### config.mk
export PLATFORM = sky130hd
export DESIGN_NAME = fp_mul_pipe
export DESIGN_NICKNAME = d
export VERILOG_FILES = /design/src/rtl/fp_mul_pipe.sv
export SDC_FILE = /design/constraint.sdc
export NUM_CORES = 2
export LEC_CHECK = 0
export CAP_MARGIN = 20
export CORE_MARGIN = 2
export CORE_UTILIZATION = 55
export CTS_CLUSTER_SIZE = 8
export DETAILED_ROUTE_END_ITERATION = 10
export PLACE_DENSITY = 0.72
export REMOVE_ABC_BUFFERS = 1
export SLEW_MARGIN = 30
export SYNTH_ARGS = -nofsm -noshare
export SYNTH_HDL_FRONTEND = slang
export SYNTH_SLANG_ARGS = --single-unit
### constraint.sdc
create_clock -name clk -period 14.6 [get_ports clk]
set_clock_uncertainty 0.15 [all_clocks]
set_input_delay 3.65 -clock clk [delete_from_list [all_inputs] [get_ports clk]]
set_output_delay 3.65 -clock clk [all_outputs]
set_load 0.1 [all_outputs]
### src/rtl/fp_mul_pipe.sv
// rtl/fp_mul_pipe.sv - three-stage pipelined FP multiplier with RNE, specials, DAZ/FTZ and tag sideband; optional FP_MUL_FLAGS_EN adds out_flags
module fp_mul_pipe #(
    parameter int EXP_W = 8,
    parameter int MAN_W = 23,
    parameter int TAG_W = 4
) (
    input  logic                     clk,
    input  logic                     rst_n,
    input  logic                     in_valid,
    output logic                     in_ready,
    input  logic [EXP_W+MAN_W:0]     in_a,
    input  logic [EXP_W+MAN_W:0]     in_b,
    input  logic [TAG_W-1:0]         in_tag,
    output logic                     out_valid,
    input  logic                     out_ready,
    output logic [EXP_W+MAN_W:0]     out_result,
`ifdef FP_MUL_FLAGS_EN
    output logic [3:0]               out_flags,
`endif
    output logic [TAG_W-1:0]         out_tag
);

    localparam int W   = 1 + EXP_W + MAN_W;
    localparam int EW2 = EXP_W + 2;
    localparam int PW  = 2 * MAN_W + 2;
    localparam logic [EW2-1:0] BIAS_E = EW2'((1 << (EXP_W - 1)) - 1);
    localparam logic [EW2-1:0] EMAX_E = EW2'((1 << EXP_W) - 1);

    typedef enum logic [1:0] {
        CLS_NORM = 2'd0,
        CLS_ZERO = 2'd1,
        CLS_INF  = 2'd2,
        CLS_NAN  = 2'd3
    } cls_t;

    // stage registers
    logic               v1_q, v1_d, v2_q, v2_d, v3_q, v3_d;
    logic               sign1_q, sign1_d, sign2_q, sign2_d;
    logic [EW2-1:0]     exp1_q, exp1_d, exp2_q, exp2_d;
    logic [MAN_W-1:0]   fa1_q, fa1_d, fb1_q, fb1_d;
    cls_t               cls1_q, cls1_d, cls2_q, cls2_d;
    logic [TAG_W-1:0]   tag1_q, tag1_d, tag2_q, tag2_d, tag3_q, tag3_d;
    logic [PW-1:0]      prod2_q, prod2_d;
    logic [W-1:0]       res3_q, res3_d;
`ifdef FP_MUL_FLAGS_EN
    logic               inv1_q, inv1_d, inv2_q, inv2_d;
    logic [3:0]         flags3_q, flags3_d;
    logic [3:0]         flags_n;
    logic               a_snan, b_snan;
`endif

    // handshake: each stage may load when empty or when its successor advances
    logic rdy2, rdy3;
    assign rdy3     = !v3_q || out_ready;
    assign rdy2     = !v2_q || rdy3;
    assign in_ready = !v1_q || rdy2;

    assign out_valid  = v3_q;
    assign out_result = res3_q;
    assign out_tag    = tag3_q;
`ifdef FP_MUL_FLAGS_EN
    assign out_flags  = flags3_q;
`endif

    // S1 operand decode: field split, zero/Inf/NaN classification, exponent sum
    logic [EXP_W-1:0] ea, eb;
    logic [MAN_W-1:0] fa, fb;
    logic             a_zero, b_zero, a_inf, b_inf, a_nan, b_nan;
    cls_t             cls_in;
    logic [EW2-1:0]   esum;

    always_comb begin
        ea     = in_a[MAN_W +: EXP_W];
        eb     = in_b[MAN_W +: EXP_W];
        fa     = in_a[MAN_W-1:0];
        fb     = in_b[MAN_W-1:0];
        a_zero = (ea == '0);
        b_zero = (eb == '0);
        a_inf  = (&ea) && (fa == '0);
        b_inf  = (&eb) && (fb == '0);
        a_nan  = (&ea) && (fa != '0);
        b_nan  = (&eb) && (fb != '0);
        esum   = EW2'(ea) + EW2'(eb) - BIAS_E;
        if (a_nan || b_nan || (a_inf && b_zero) || (b_inf && a_zero)) begin
            cls_in = CLS_NAN;
        end else if (a_inf || b_inf) begin
            cls_in = CLS_INF;
        end else if (a_zero || b_zero) begin
            cls_in = CLS_ZERO;
        end else begin
            cls_in = CLS_NORM;
        end
`ifdef FP_MUL_FLAGS_EN
        a_snan = a_nan && !fa[MAN_W-1];
        b_snan = b_nan && !fb[MAN_W-1];
`endif
    end

    // S3 normalise, round-to-nearest-even and pack from the registered product
    logic               msb, guard, sticky, rnd, carry, ovf, unf;
    logic [PW-2:0]      sh;
    logic [MAN_W-1:0]   frac, frac_r;
    logic [EW2-1:0]     e_n, e_r;
    logic [W-1:0]       res_n;

    always_comb begin
        msb             = prod2_q[PW-1];
        sh              = msb ? prod2_q[PW-2:0] : {prod2_q[PW-3:0], 1'b0};
        frac            = sh[PW-2 -: MAN_W];
        guard           = sh[MAN_W];
        sticky          = |sh[MAN_W-1:0];
        rnd             = guard && (sticky || frac[0]);
        {carry, frac_r} = {1'b0, frac} + (MAN_W+1)'(rnd);
        e_n             = exp2_q + EW2'(msb);
        e_r             = e_n + EW2'(carry);
        ovf             = ($signed(e_r) >= $signed(EMAX_E));
        unf             = ($signed(e_r) <= $signed(EW2'(0)));
        case (cls2_q)
            CLS_NAN:  res_n = {1'b0, {EXP_W{1'b1}}, 1'b1, {(MAN_W-1){1'b0}}};
            CLS_INF:  res_n = {sign2_q, {EXP_W{1'b1}}, {MAN_W{1'b0}}};
            CLS_ZERO: res_n = {sign2_q, {(EXP_W+MAN_W){1'b0}}};
            default: begin
                if (ovf) begin
                    res_n = {sign2_q, {EXP_W{1'b1}}, {MAN_W{1'b0}}};
                end else if (unf) begin
                    res_n = {sign2_q, {(EXP_W+MAN_W){1'b0}}};
                end else begin
                    res_n = {sign2_q, e_r[EXP_W-1:0], frac_r};
                end
            end
        endcase
`ifdef FP_MUL_FLAGS_EN
        flags_n[3] = inv2_q;
        flags_n[2] = (cls2_q == CLS_NORM) && ovf;
        flags_n[1] = (cls2_q == CLS_NORM) && !ovf && unf;
        flags_n[0] = (cls2_q == CLS_NORM) && (guard || sticky || ovf || unf);
`endif
    end

    // next-state for all three stages; a stage's data only moves when it loads a valid op
    always_comb begin
        v1_d    = v1_q;    v2_d    = v2_q;    v3_d   = v3_q;
        sign1_d = sign1_q; sign2_d = sign2_q;
        exp1_d  = exp1_q;  exp2_d  = exp2_q;
        fa1_d   = fa1_q;   fb1_d   = fb1_q;
        cls1_d  = cls1_q;  cls2_d  = cls2_q;
        tag1_d  = tag1_q;  tag2_d  = tag2_q;  tag3_d = tag3_q;
        prod2_d = prod2_q; res3_d  = res3_q;
`ifdef FP_MUL_FLAGS_EN
        inv1_d   = inv1_q;
        inv2_d   = inv2_q;
        flags3_d = flags3_q;
`endif
        if (in_ready) begin
            v1_d = in_valid;
            if (in_valid) begin
                sign1_d = in_a[W-1] ^ in_b[W-1];
                exp1_d  = esum;
                fa1_d   = fa;
                fb1_d   = fb;
                cls1_d  = cls_in;
                tag1_d  = in_tag;
`ifdef FP_MUL_FLAGS_EN
                inv1_d  = a_snan || b_snan || (a_inf && b_zero) || (b_inf && a_zero);
`endif
            end
        end
        if (rdy2) begin
            v2_d = v1_q;
            if (v1_q) begin
                sign2_d = sign1_q;
                exp2_d  = exp1_q;
                cls2_d  = cls1_q;
                tag2_d  = tag1_q;
                prod2_d = PW'({1'b1, fa1_q}) * PW'({1'b1, fb1_q});
`ifdef FP_MUL_FLAGS_EN
                inv2_d  = inv1_q;
`endif
            end
        end
        if (rdy3) begin
            v3_d = v2_q;
            if (v2_q) begin
                res3_d = res_n;
                tag3_d = tag2_q;
`ifdef FP_MUL_FLAGS_EN
                flags3_d = flags_n;
`endif
            end
        end
    end

    // pipeline state; asynchronous reset drops every in-flight op
    always_ff @(posedge clk or negedge rst_n) begin
        if (!rst_n) begin
            v1_q    <= 1'b0;  v2_q    <= 1'b0;  v3_q   <= 1'b0;
            sign1_q <= 1'b0;  sign2_q <= 1'b0;
            exp1_q  <= '0;    exp2_q  <= '0;
            fa1_q   <= '0;    fb1_q   <= '0;
            cls1_q  <= CLS_NORM;
            cls2_q  <= CLS_NORM;
            tag1_q  <= '0;    tag2_q  <= '0;    tag3_q <= '0;
            prod2_q <= '0;    res3_q  <= '0;
`ifdef FP_MUL_FLAGS_EN
            inv1_q   <= 1'b0;
            inv2_q   <= 1'b0;
            flags3_q <= '0;
`endif
        end else begin
            v1_q    <= v1_d;    v2_q    <= v2_d;    v3_q   <= v3_d;
            sign1_q <= sign1_d; sign2_q <= sign2_d;
            exp1_q  <= exp1_d;  exp2_q  <= exp2_d;
            fa1_q   <= fa1_d;   fb1_q   <= fb1_d;
            cls1_q  <= cls1_d;  cls2_q  <= cls2_d;
            tag1_q  <= tag1_d;  tag2_q  <= tag2_d;  tag3_q <= tag3_d;
            prod2_q <= prod2_d; res3_q  <= res3_d;
`ifdef FP_MUL_FLAGS_EN
            inv1_q   <= inv1_d;
            inv2_q   <= inv2_d;
            flags3_q <= flags3_d;
`endif
        end
    end

endmodule

* Yosys cells after proc, flatten, opt, wreduce, memory -nomap -nowiden *
Index checks and enable logic that the tools add are counted.

operators by class
  $add $sub $neg = 5
  $mul = 1
  magnitude comparators = 2
  eq/ne operators = 3
  mux-type cells = 7
  bitwise logic cells = 1
  reductions and logical operators = 31

operators by type and width
  kind                    count
  $pmux W32 S3            1
  $mux W31                2
  $mul A24 B24 Y48        1
  $mux W47                1
  $logic_not A23 Y1       2
  $reduce_bool A23 Y1     2
  $add A23 B1 Y24         1
  $reduce_or A23 Y1       1
  $add A10 B1 Y10         2
  $logic_not A8 Y1        2
  $reduce_and A8 Y1       2
  $ge A10 B9 Y1 const B   1
  $le A10 B1 Y1 const B   1
  $sub A9 B7 Y10 const B  1
  $add A8 B8 Y9           1
  $logic_or A1 B1 Y1      9
  $logic_and A1 B1 Y1     7
  $reduce_and A2 Y1       3
  $eq A2 B2 Y1 const B    2
  $mux W2                 2
  $logic_not A1 Y1        3
  $eq A2 B1 Y1 const B    1
  $mux W1                 1
  $xor A1 B1 Y1           1

word-level totals
  register bits after elaboration = 167
  bits of input ports = 72
  output and inout port bits = 38
  word-level logic and storage cells = 66

* Longest topological paths before layout *
  depth in word-level cells = 10
  mapped depth = 27
  depth with buffers taken out = 25

* Least setup slack after synthesis *
Ideal clock, no wire load.

  kind = in2out
  start point = input out_ready
  end point = output in_ready
  data arrival time = 4560 ps
  data required time = 10800 ps
  slack = 6240 ps
  stages = 2
  buffers on the path = 0
  cell sequence = nor2b_1 nand3_1

between the ends
  cells in the longest elaborated chain, start to end = 3

ends and longest elaborated chain
  element             line  RTL
  start, declared     15    input logic out_ready,
  $logic_or A1 B1 Y1  54    assign rdy3 = !v3_q || out_ready;
  $logic_or A1 B1 Y1  55    assign rdy2 = !v2_q || rdy3;
  $logic_or A1 B1 Y1  56    assign in_ready = !v1_q || rdy2;
  end, declared       10    output logic in_ready,

Every way passes these cells.

* Worst setup path after layout *
Same ends and word-level chain as after synthesis.

==> results.py <==
metrics = {
    "clock_network": {
        "cts-resized-gates": 0,
        "cts_hold_buf": 0,
        "clk_pin_slew_worst_paths_ps": 70,
        "cts_tree": "yes",
        "root_buffer": "clkbuf_16",
        "numCtsBuffers": 17,
        "clkLatencyLatePin_ps": 480,
        "cts_sinks": 167,
        "cts_setup_buffers": 0,
        "cts_buffer_depth": 2,
        "htree_levels": 4,
    },
    "worst_setup_path": {
        "cp_num_buf_inv": 2,
        "path_cells": "clkdlybuf4s50_1 -> nor2b_1 -> nand3_1 -> clkdlybuf4s50_1",
        "crit_family": "buffers and inverters",
        "startpoint_type": "input pin",
        "critPathCapture": "in_ready",
        "critPathSlowestCell": "clkdlybuf4s50_1",
        "cp.depth": 4,
        "cp.required_ps": 10800,
        "worst-path-max-fanout": 3,
        "end_kind": "primary output",
        "critical_path_arrival_ps": 5590,
        "regToRegSetupSlack_ps": 6320,
        "critPathMostFrequentCell": "clkdlybuf4s50_1",
        "timing.critical_path.from": "out_ready",
        "r2r_cells": 23,
        "slowest_delay_ps": 1190,
        "worstSetupPathType": "input pin to primary output",
        "r2r-end": "prod2_q[45]$_DFFE_PN0P_",
        "rr_startpoint": "fb1_q[0]$_DFFE_PN0P_",
    },
    "run": {
        "maxCapViolCount": 0,
    },
    "place": {
        "pre_cts_slack_ps": 5297,
        "hpwl_mm": 53.72,
        "place_area_sq_mm": 0.02820,
        "finalWeightedCongestion": 0.9171,
        "portBuffers": 109,
    },
    "final_layout": {
        "postLayoutCellArea_sq_mm": 0.02884,
        "layout-drive-gt1-share": 0.04973,
        "area_growth_pct": 8.557,
        "nets": 3669,
        "n_fill_cell": 4013,
        "antenna_cells": 0,
    },
    "yosys": {
        "syn-instance-count": 2897,
        "synth_seq_cells": 167,
        "syn_area_sq_mm": 0.02657,
        "post_synth_num_cell_types": 70,
        "avgSynthCellArea_sq_um": 9.171,
        "yosysSeqAreaShare": 0.1573,
        "synth-async-reset-ratio": 1.000,
        "synth_edf_count": 0,
        "ys_warn_count": 0,
        "synthFlopType": "dfrtp_1",
    },
    "sta": {
        "slew_violations": 0,
        "worst_hold_slack_ps": 313.6,
        "tightest_slew_ps": 1019,
        "slew_headroom": 0.3186,
        "postLayoutSetupSlackWorst_ps": 5207,
        "finalCriticalPeriod_ps": 9393,
        "setup_tns_ps": 0,
        "hold_viol": 0,
        "rsz0062_at_grt": "no",
        "max_freq_mhz": 106.5,
        "finalCritPeriodShare": 0.6434,
        "setup_viol": 0,
    },
    "route": {
        "drt_wl_total_mm": 70.09,
        "first_pass_iters": 6,
        "vias": 20018,
        "dr.first_iter.drc_count": 1409,
        "drt.antenna.violating_nets": 0,
        "wl_per_cell_um": 19.74,
        "drc": 0,
        "vias_per_cell": 5.637,
    },
    "global_routing": {
        "grt_pass1_vias": 21513,
        "gr-total-overflow": 0,
        "grt_max_degree": 109,
        "antenna_found_initial": 0,
        "grt_pass1_wl_mm": 113.9,
        "grt_use_total": 0.2960,
    },
    "floorplanning": {
        "die_h_um": 223.8,
        "initial_core_util": 0.5564,
        "die-area_sq_mm": 0.05008,
        "dieWidth_um": 223.8,
        "floorplan.rows": 80,
        "coreArea_sq_mm": 0.04775,
        "pin_count": 110,
    },
    "min_path": {
        "hp-class": "flop to flop",
        "hold_path_startpoint": "tag1_q[1]$_DFFE_PN0P_",
    },
    "status": {
        "status": "finished, final reports clean",
    },
}
## synthesized netlist by cell type (18+ instances only)
master	count	share of area
dfrtp_1	167	0.16
nand2_1	451	0.064
xor2_1	36	0.012
mux2_2	56	0.024
xnor2_1	47	0.015
nor2_1	84	0.012
o21ai_0	72	0.014
fa_1	484	0.36
mux2i_1	18	0.0068
a22o_1	21	0.0069
ha_1	190	0.089
and2_1	250	0.059
inv_1	591	0.083
nand3_1	28	0.0053
a21o_1	25	0.0071
nand4_1	19	0.0045
nor4_1	24	0.0057
clkbuf_1	131	0.019
a21oi_1	58	0.011
## layout make-up
type / count / area, sq um / share of cell area
Sequential cell: 167 / 4185 / 0.1451
Clock inverter: 13 / 147.6 / 0.005119
Inverter: 594 / 2230 / 0.07731
Tap cell: 615 / 769.5 / 0.02668
Multi-Input combinational cell: 1995 / 19660 / 0.6815
Timing Repair Buffer: 148 / 1401 / 0.04859
Clock buffer: 19 / 452.9 / 0.01570
## worst min path at each step
stage | end | slack (ps) | cells after the start
floorplan | exp2_q[1]$_DFFE_PN0P_ | 280 | 2
global placement | tag2_q[1]$_DFFE_PN0P_ | 290 | 2
detailed placement | out_tag[3]$_DFFE_PN0P_ | 300 | 2
CTS | tag2_q[1]$_DFFE_PN0P_ | 320 | 2
global route | tag2_q[1]$_DFFE_PN0P_ | 340 | 2
finish | tag2_q[1]$_DFFE_PN0P_ | 310 | 2
## cells by family after synthesis
group,Yosys count,synth area share
adders and majority gates,674,0.4542
buffers and inverters,735,0.1043
and+or+nand+nor,914,0.1650
DFF,167,0.1573
AOI/OAI and AO/OA,250,0.06137
muxes,74,0.03052
xor gates and xnor gates,83,0.02736
## state kept, by name (all words and copies together) (netlist names)
name	cells
fb1_q	23
out_tag	4
cls1_q	2
sign2_q	1
out_valid	1
tag2_q	4
prod2_q	48
v1_q	1
tag1_q	4
fa1_q	23
exp1_q	10
cls2_q	2
sign1_q	1
v2_q	1
exp2_q	10
out_result	32
## layout by cell type, fill, tap and decap left out, types with 5 or more instances in the layout
master	instances
ha_1	190
nand4_1	19
buf_4	37
clkdlybuf4s50_1	108
dfrtp_1	162
mux2i_1	18
nor2b_1	8
xor2_1	36
inv_1	591
o21a_1	5
a22o_1	21
mux2_2	56
and2_1	250
a31oi_1	8
o21ai_0	72
fa_1	484
nand3_1	28
and3_1	11
inv_6	5
a21o_1	25
nor3_1	10
nand2b_1	9
dfrtp_2	5
a211oi_1	11
nor4_1	24
nand2_1	448
clkbuf_16	17
a21oi_1	58
xnor2_1	47
o21bai_1	7
nor2_1	84
## through the flow
| stage | util | instances |
|---|---|---|
| floorplan | - | 2756 |
| global placement | 0.5904 | 3518 |
| detailed placement | 0.5906 | 3518 |
| CTS | 0.6031 | 3550 |
| global route | 0.6041 | 3551 |
| finish | 0.6041 | 3551 |
## tightest hold or removal path, cell delays in order (launching register included)
cell,delay (ps)
dfrtp_1,340
nand2_1,50
nand2_1,50
## per-layer routing
layer,up-vias,wire [um],GRT usage
met2,857,32320,0.4752
li1,8844,-,-
met4,0,3132,0.1228
met3,172,6222,0.06807
met5,-,0,0
met1,10145,28410,0.3898
Power is left out: the tool's default activity adds up to more than one toggle a clock period on the data nets, which glitch-free logic cannot reach.
==> edit 1, RTL diff (same settings) <==
The parameter `EXP_W` goes from 8 to 6.
--- a/src/rtl/fp_mul_pipe.sv
+++ b/src/rtl/fp_mul_pipe.sv
@@ -2,3 +2,3 @@
 module fp_mul_pipe #(
-    parameter int EXP_W = 8,
+    parameter int EXP_W = 6,
     parameter int MAN_W = 23,
Interface: changed (resized in_a, in_b and out_result); port bits go from 110 to 104. The function was not compared with the original's and may differ.
==> edit 1 against the unedited design <==
- critical endpoint unchanged
- synthesized area rose by 0.35%
- sequential cell count fell by 6
- design area fell by 0.20%
- setup slack got worse by 33 ps
- via count rose by 0.83%
- synthesized cell count rose by 1.2%
- routed wire length rose by 3.1%
- highest routed layer unchanged
Power is left out: the tool's default activity adds up to more than one toggle a clock period on the data nets, which glitch-free logic cannot reach.
==> edit 1: results (changes against the unedited design) <==
status: completed (unchanged)
R2R Setup Slk: 6380 ps (was 6320 ps)
max reg flops: 48 (unchanged)
Seq/Total Area, Yosys: 0.151 (was 0.157)
H-tree depth: 4 (unchanged)
Post-synth top cells: inv_1 (586), fa_1 (484), nand2_1 (474), and2_1 (249), ha_1 (186) (was inv_1 (591), fa_1 (484), nand2_1 (451), and2_1 (250), ha_1 (190))
post-synth cell types: 82 (was 70)
Port Buffer Count: 103 (was 109)
synth warn: 0 (unchanged)
Post-CTS Resized: 0 (unchanged)
Worst Hold End: exp2_q[5]$_DFFE_PN0P_ (was tag2_q[1]$_DFFE_PN0P_)
layout cell share with drive strength beyond 1: 0.0582 (was 0.0497)
reg2reg end: prod2_q[39]$_DFFE_PN0P_ (was prod2_q[45]$_DFFE_PN0P_)
number of setup buffers added after CTS: 0 (unchanged)
CP arrival: 5630 ps (was 5590 ps)
Worst R2R Start: fb1_q[8]$_DFFE_PN0P_ (was fb1_q[0]$_DFFE_PN0P_)
Hold Path Class: flip-flop to flip-flop (unchanged)
first-pass GRT wire length: 118000 um (was 114000 um)
worst reg2reg path depth: 24 (was 23)
Worst Hold Slack: 318 ps (was 314 ps)
clock tree buffer depth: 2 (unchanged)
CTS root buffer: clkbuf_16 (unchanged)
Worst-Margin Slew: 1050 ps (was 1020 ps)
DRT Pass-1 Iters: 6 (unchanged)
Final #Nets: 3680 (was 3669)
gpl congestion: 0.912 (was 0.917)
most flop-heavy register: prod2_q (unchanged)
main flop type after synthesis: dfrtp_1 (unchanged)
DP Area: 28100 um^2 (was 28200 um^2)
initial antenna violation count: 2 (was 0)
ys async rst share: 1.00 (unchanged)
fillcell total: 4085 (was 4013)
via count: 20185 (was 20018)
Synth area leaders: fa_1 (36%), dfrtp_1 (15%), ha_1 (8.7%), inv_1 (8.3%), nand2_1 (6.7%) (was fa_1 (36%), dfrtp_1 (16%), ha_1 (8.9%), inv_1 (8.3%), nand2_1 (6.4%))
Skew-Pair Late Insertion Delay: 470 ps
largest net degree at the start of global routing: 106 (was 109)
clock buffer count from CTS: 17 (unchanged)
routed len/inst: 20.2 um (was 19.7 um)
hold path depth: 2 (unchanged)
DP HPWL: 54300 um (was 53700 um)
Total GRT Usage: 0.305 (was 0.296)
DR iter-0 viols: 1660 (was 1409)
Hold Crit Start: exp1_q[5]$_DFFE_PN0P_ (was tag1_q[1]$_DFFE_PN0P_)
vias in the first global route: 21937 (was 21513)
edit 1: kinds of logic after synthesis:
| kind of cell | synth area share |
|---|---|
| simple gates | 0.170 |
| buf+inv | 0.105 |
| fa+ha+maj | 0.451 |
| compound gates | 0.0687 |
| flops | 0.151 |
| xor+xnor | 0.0262 |
| mux | 0.0277 |
edit 1: worst max-delay path, stage by stage:
cell and delay [ps]:
clkdlybuf4s50_1 480, nor2b_1 60, nand3_1 230, clkdlybuf4s50_1 1200
edit 1: area by class of cell:
type / count / area (um^2) / area share
repair buffers: 139 / 1320 / 0.0457
multi-input cells: 2034 / 19800 / 0.690
clock inverters: 14 / 165 / 0.00574
flip-flops and latches: 161 / 4050 / 0.141
inverters: 589 / 2210 / 0.0768
well taps: 615 / 769 / 0.0267
diodes: 1 / 2.50 / 0.0000869
clock buffers: 18 / 429 / 0.0149
edit 1: routing by layer:
layer | up-vias | wire [um] | track usage
li1 | 8946 | - | -
met1 | 10292 | 30200 | 0.411
met2 | 786 | 34200 | 0.499
met3 | 161 | 5540 | 0.0614
met4 | 0 | 2320 | 0.0983
met5 | - | 0 | 0
edit 1: how the worst max path moves through the flow:
stage / start / to / depth (start not counted)
floorplan: out_ready / in_ready / 2
global placement: out_ready / in_ready / 4
detailed placement: out_ready / in_ready / 4
CTS: out_ready / in_ready / 4
global route: out_ready / in_ready / 4
finish: out_ready / in_ready / 4
edit 1: metrics by stage:
stage | util | std cells | setup slack [ps]
2_1_floorplan | - | 2784 | 6240
3_3_place_gp | 0.589 | 3537 | 5270
3_5_place_dp | 0.589 | 3537 | 5260
4_1_cts | 0.602 | 3569 | 5250
5_1_grt | 0.603 | 3570 | 5130
6_report | 0.603 | 3571 | 5170
==> edit 2, RTL diff (same settings) <==
Without the edit above. `fa1_q`, `fb1_q`, `tag1_q`, `tag2_q`, `tag3_q` and `prod2_q` no longer have a reset.
--- a/src/rtl/fp_mul_pipe.sv
+++ b/src/rtl/fp_mul_pipe.sv
@@ -198,7 +198,5 @@
             exp1_q  <= '0;    exp2_q  <= '0;
-            fa1_q   <= '0;    fb1_q   <= '0;
             cls1_q  <= CLS_NORM;
             cls2_q  <= CLS_NORM;
-            tag1_q  <= '0;    tag2_q  <= '0;    tag3_q <= '0;
-            prod2_q <= '0;    res3_q  <= '0;
+            res3_q  <= '0;
 `ifdef FP_MUL_FLAGS_EN
@@ -212,6 +210,4 @@
             exp1_q  <= exp1_d;  exp2_q  <= exp2_d;
-            fa1_q   <= fa1_d;   fb1_q   <= fb1_d;
             cls1_q  <= cls1_d;  cls2_q  <= cls2_d;
-            tag1_q  <= tag1_d;  tag2_q  <= tag2_d;  tag3_q <= tag3_d;
-            prod2_q <= prod2_d; res3_q  <= res3_d;
+            res3_q  <= res3_d;
 `ifdef FP_MUL_FLAGS_EN
@@ -224,2 +220,11 @@
 
+    always_ff @(posedge clk) begin
+        fa1_q   <= fa1_d;
+        fb1_q   <= fb1_d;
+        tag1_q  <= tag1_d;
+        tag2_q  <= tag2_d;
+        tag3_q  <= tag3_d;
+        prod2_q <= prod2_d;
+    end
+
 endmodule
Function: changed (a bounded check fails within 4 cycles, from zero or initial values and one cycle with rst_n low; the reset may be asserted at any time).
==> edit 2 against the unedited design <==
- via count fell by 3.6%
- routed wire length rose by 0.97%
- setup slack improved by 170 ps
- synthesized area fell by 1.2%
- first-iteration DRC count rose by 5.4%
- sequential cell count did not move
- design area fell by 0.46%
- highest routed layer unchanged
Power is not shown: default switching activity piles up to over one toggle a cycle in this logic, so the estimate is an artifact.
==> edit 2: results (changes against the unedited design) <==
Non-Filler Instances: 3434 (was 3551)
Final #Nets: 3552 (was 3669)
Syn Inst Count: 2753 (was 2897)
status: completed (unchanged)
initial antenna violation count: 3 (was 0)
dpl ws: 5360 ps (was 5300 ps)
vias in the first global route: 20804 (was 21513)
max incr delay on CP: 1140 ps (was 1190 ps)
EDFF count, synth: 106 (was 0)
first-pass GRT wire length: 113000 um (was 114000 um)
routed len/inst: 20.6 um (was 19.7 um)
gpl congestion: 0.912 (was 0.917)
synth warn: 0 (unchanged)
main flop type after synthesis: edfxtp_1 (was dfrtp_1)
relative slew slack: 0.307 (was 0.319)
largest net degree at the start of global routing: 62 (was 109)
clock buffer count from CTS: 17 (unchanged)
Post-synth top cells: inv_1 (597), fa_1 (484), nand2_1 (360), and2_1 (248), ha_1 (190) (was inv_1 (591), fa_1 (484), nand2_1 (451), and2_1 (250), ha_1 (190))
ys async rst share: 0.365 (was 1.00)
via density per instance: 5.62 (was 5.64)
Seq/Total Area, Yosys: 0.179 (was 0.157)
DP HPWL: 53500 um (was 53700 um)
CP arrival: 5430 ps (was 5590 ps)
fillcell total: 3966 (was 4013)
post-synth cell types: 69 (was 70)
Synth area leaders: fa_1 (37%), edfxtp_1 (12%), ha_1 (9.1%), inv_1 (8.5%), and2_1 (5.9%) (was fa_1 (36%), dfrtp_1 (16%), ha_1 (8.9%), inv_1 (8.3%), nand2_1 (6.4%))
Skew-Pair Late Insertion Delay: 460 ps (was 480 ps)
Post-CTS Resized: 0 (unchanged)
layout cell share with drive strength beyond 1: 0.0422 (was 0.0497)
Total GRT Usage: 0.299 (was 0.296)
-- edit 2: changes by cell type after synthesis, sizes merged, moves of 12 or more --
cell | unedited run | this run
o21ai | 75 | 63
edfxtp | 0 | 106
mux2 | 56 | 17
o31ai | 0 | 17
dfrtp | 167 | 61
a22o | 21 | 0
nand2 | 451 | 361
clkbuf | 132 | 116
-- edit 2: area by class of cell --
cell class / count / area (um^2) / share of cell area
sequential: 167 / 4710 / 0.164
clock inverter: 15 / 211 / 0.00737
clock buffer: 17 / 425 / 0.0148
inverter: 601 / 2260 / 0.0787
tap: 615 / 769 / 0.0268
multi-input combinational: 1861 / 18800 / 0.655
timing repair buffer: 158 / 1530 / 0.0531
-- edit 2: worst max-delay path: cells and delay by family --
kind,cells,cell delay [ps]
and+or+nand+nor,2,170
buffers and inverters,2,1600
-- edit 2: logic make-up after synthesis --
family / Yosys count / synth area share
AND/OR/NAND/NOR: 826 / 0.154
buffers and inverters: 725 / 0.105
adder cells (fa/ha/maj): 674 / 0.460
multiplexers: 28 / 0.0115
AO/OA/AOI/OAI: 251 / 0.0633
XOR/XNOR: 82 / 0.0274
flip-flops: 167 / 0.179
-- edit 2: metal layers --
layer / vias up / share of wire / global-route usage
met1: 9693 / 0.40 / 0.405
met2: 906 / 0.46 / 0.477
li1: 8510 / - / -
met3: 189 / 0.10 / 0.0637
met5: - / 0 / 0
met4: 0 / 0.037 / 0.108
-- edit 2: path summary, 6_finish.rpt --
check,end,slack (ps),cells after the start,startpoint
max,in_ready,5370,4,out_ready
min,tag2_q[3]$_DFFE_PP_,280,0,tag1_q[3]$_DFFE_PP_
max reg2reg,prod2_q[44]$_DFFE_PP_,6340,22,fb1_q[12]$_DFFE_PP_
min reg2reg,tag2_q[3]$_DFFE_PP_,280,0,tag1_q[3]$_DFFE_PP_
max in group asynchronous,exp2_q[9]$_DFFE_PN0P_,10580,2,rst_n
min in group asynchronous,out_result[31]$_DFFE_PN0P_,3190,2,rst_n
-- edit 2: metrics by stage --
stage	utilization	hold WS (ps)	area, um^2
after CTS	0.604	276	28600
after floorplan	-	250	25800
after global placement	0.588	251	27900
final	0.605	278	28700
after global routing	0.605	295	28700
after detailed placement	0.590	260	28000
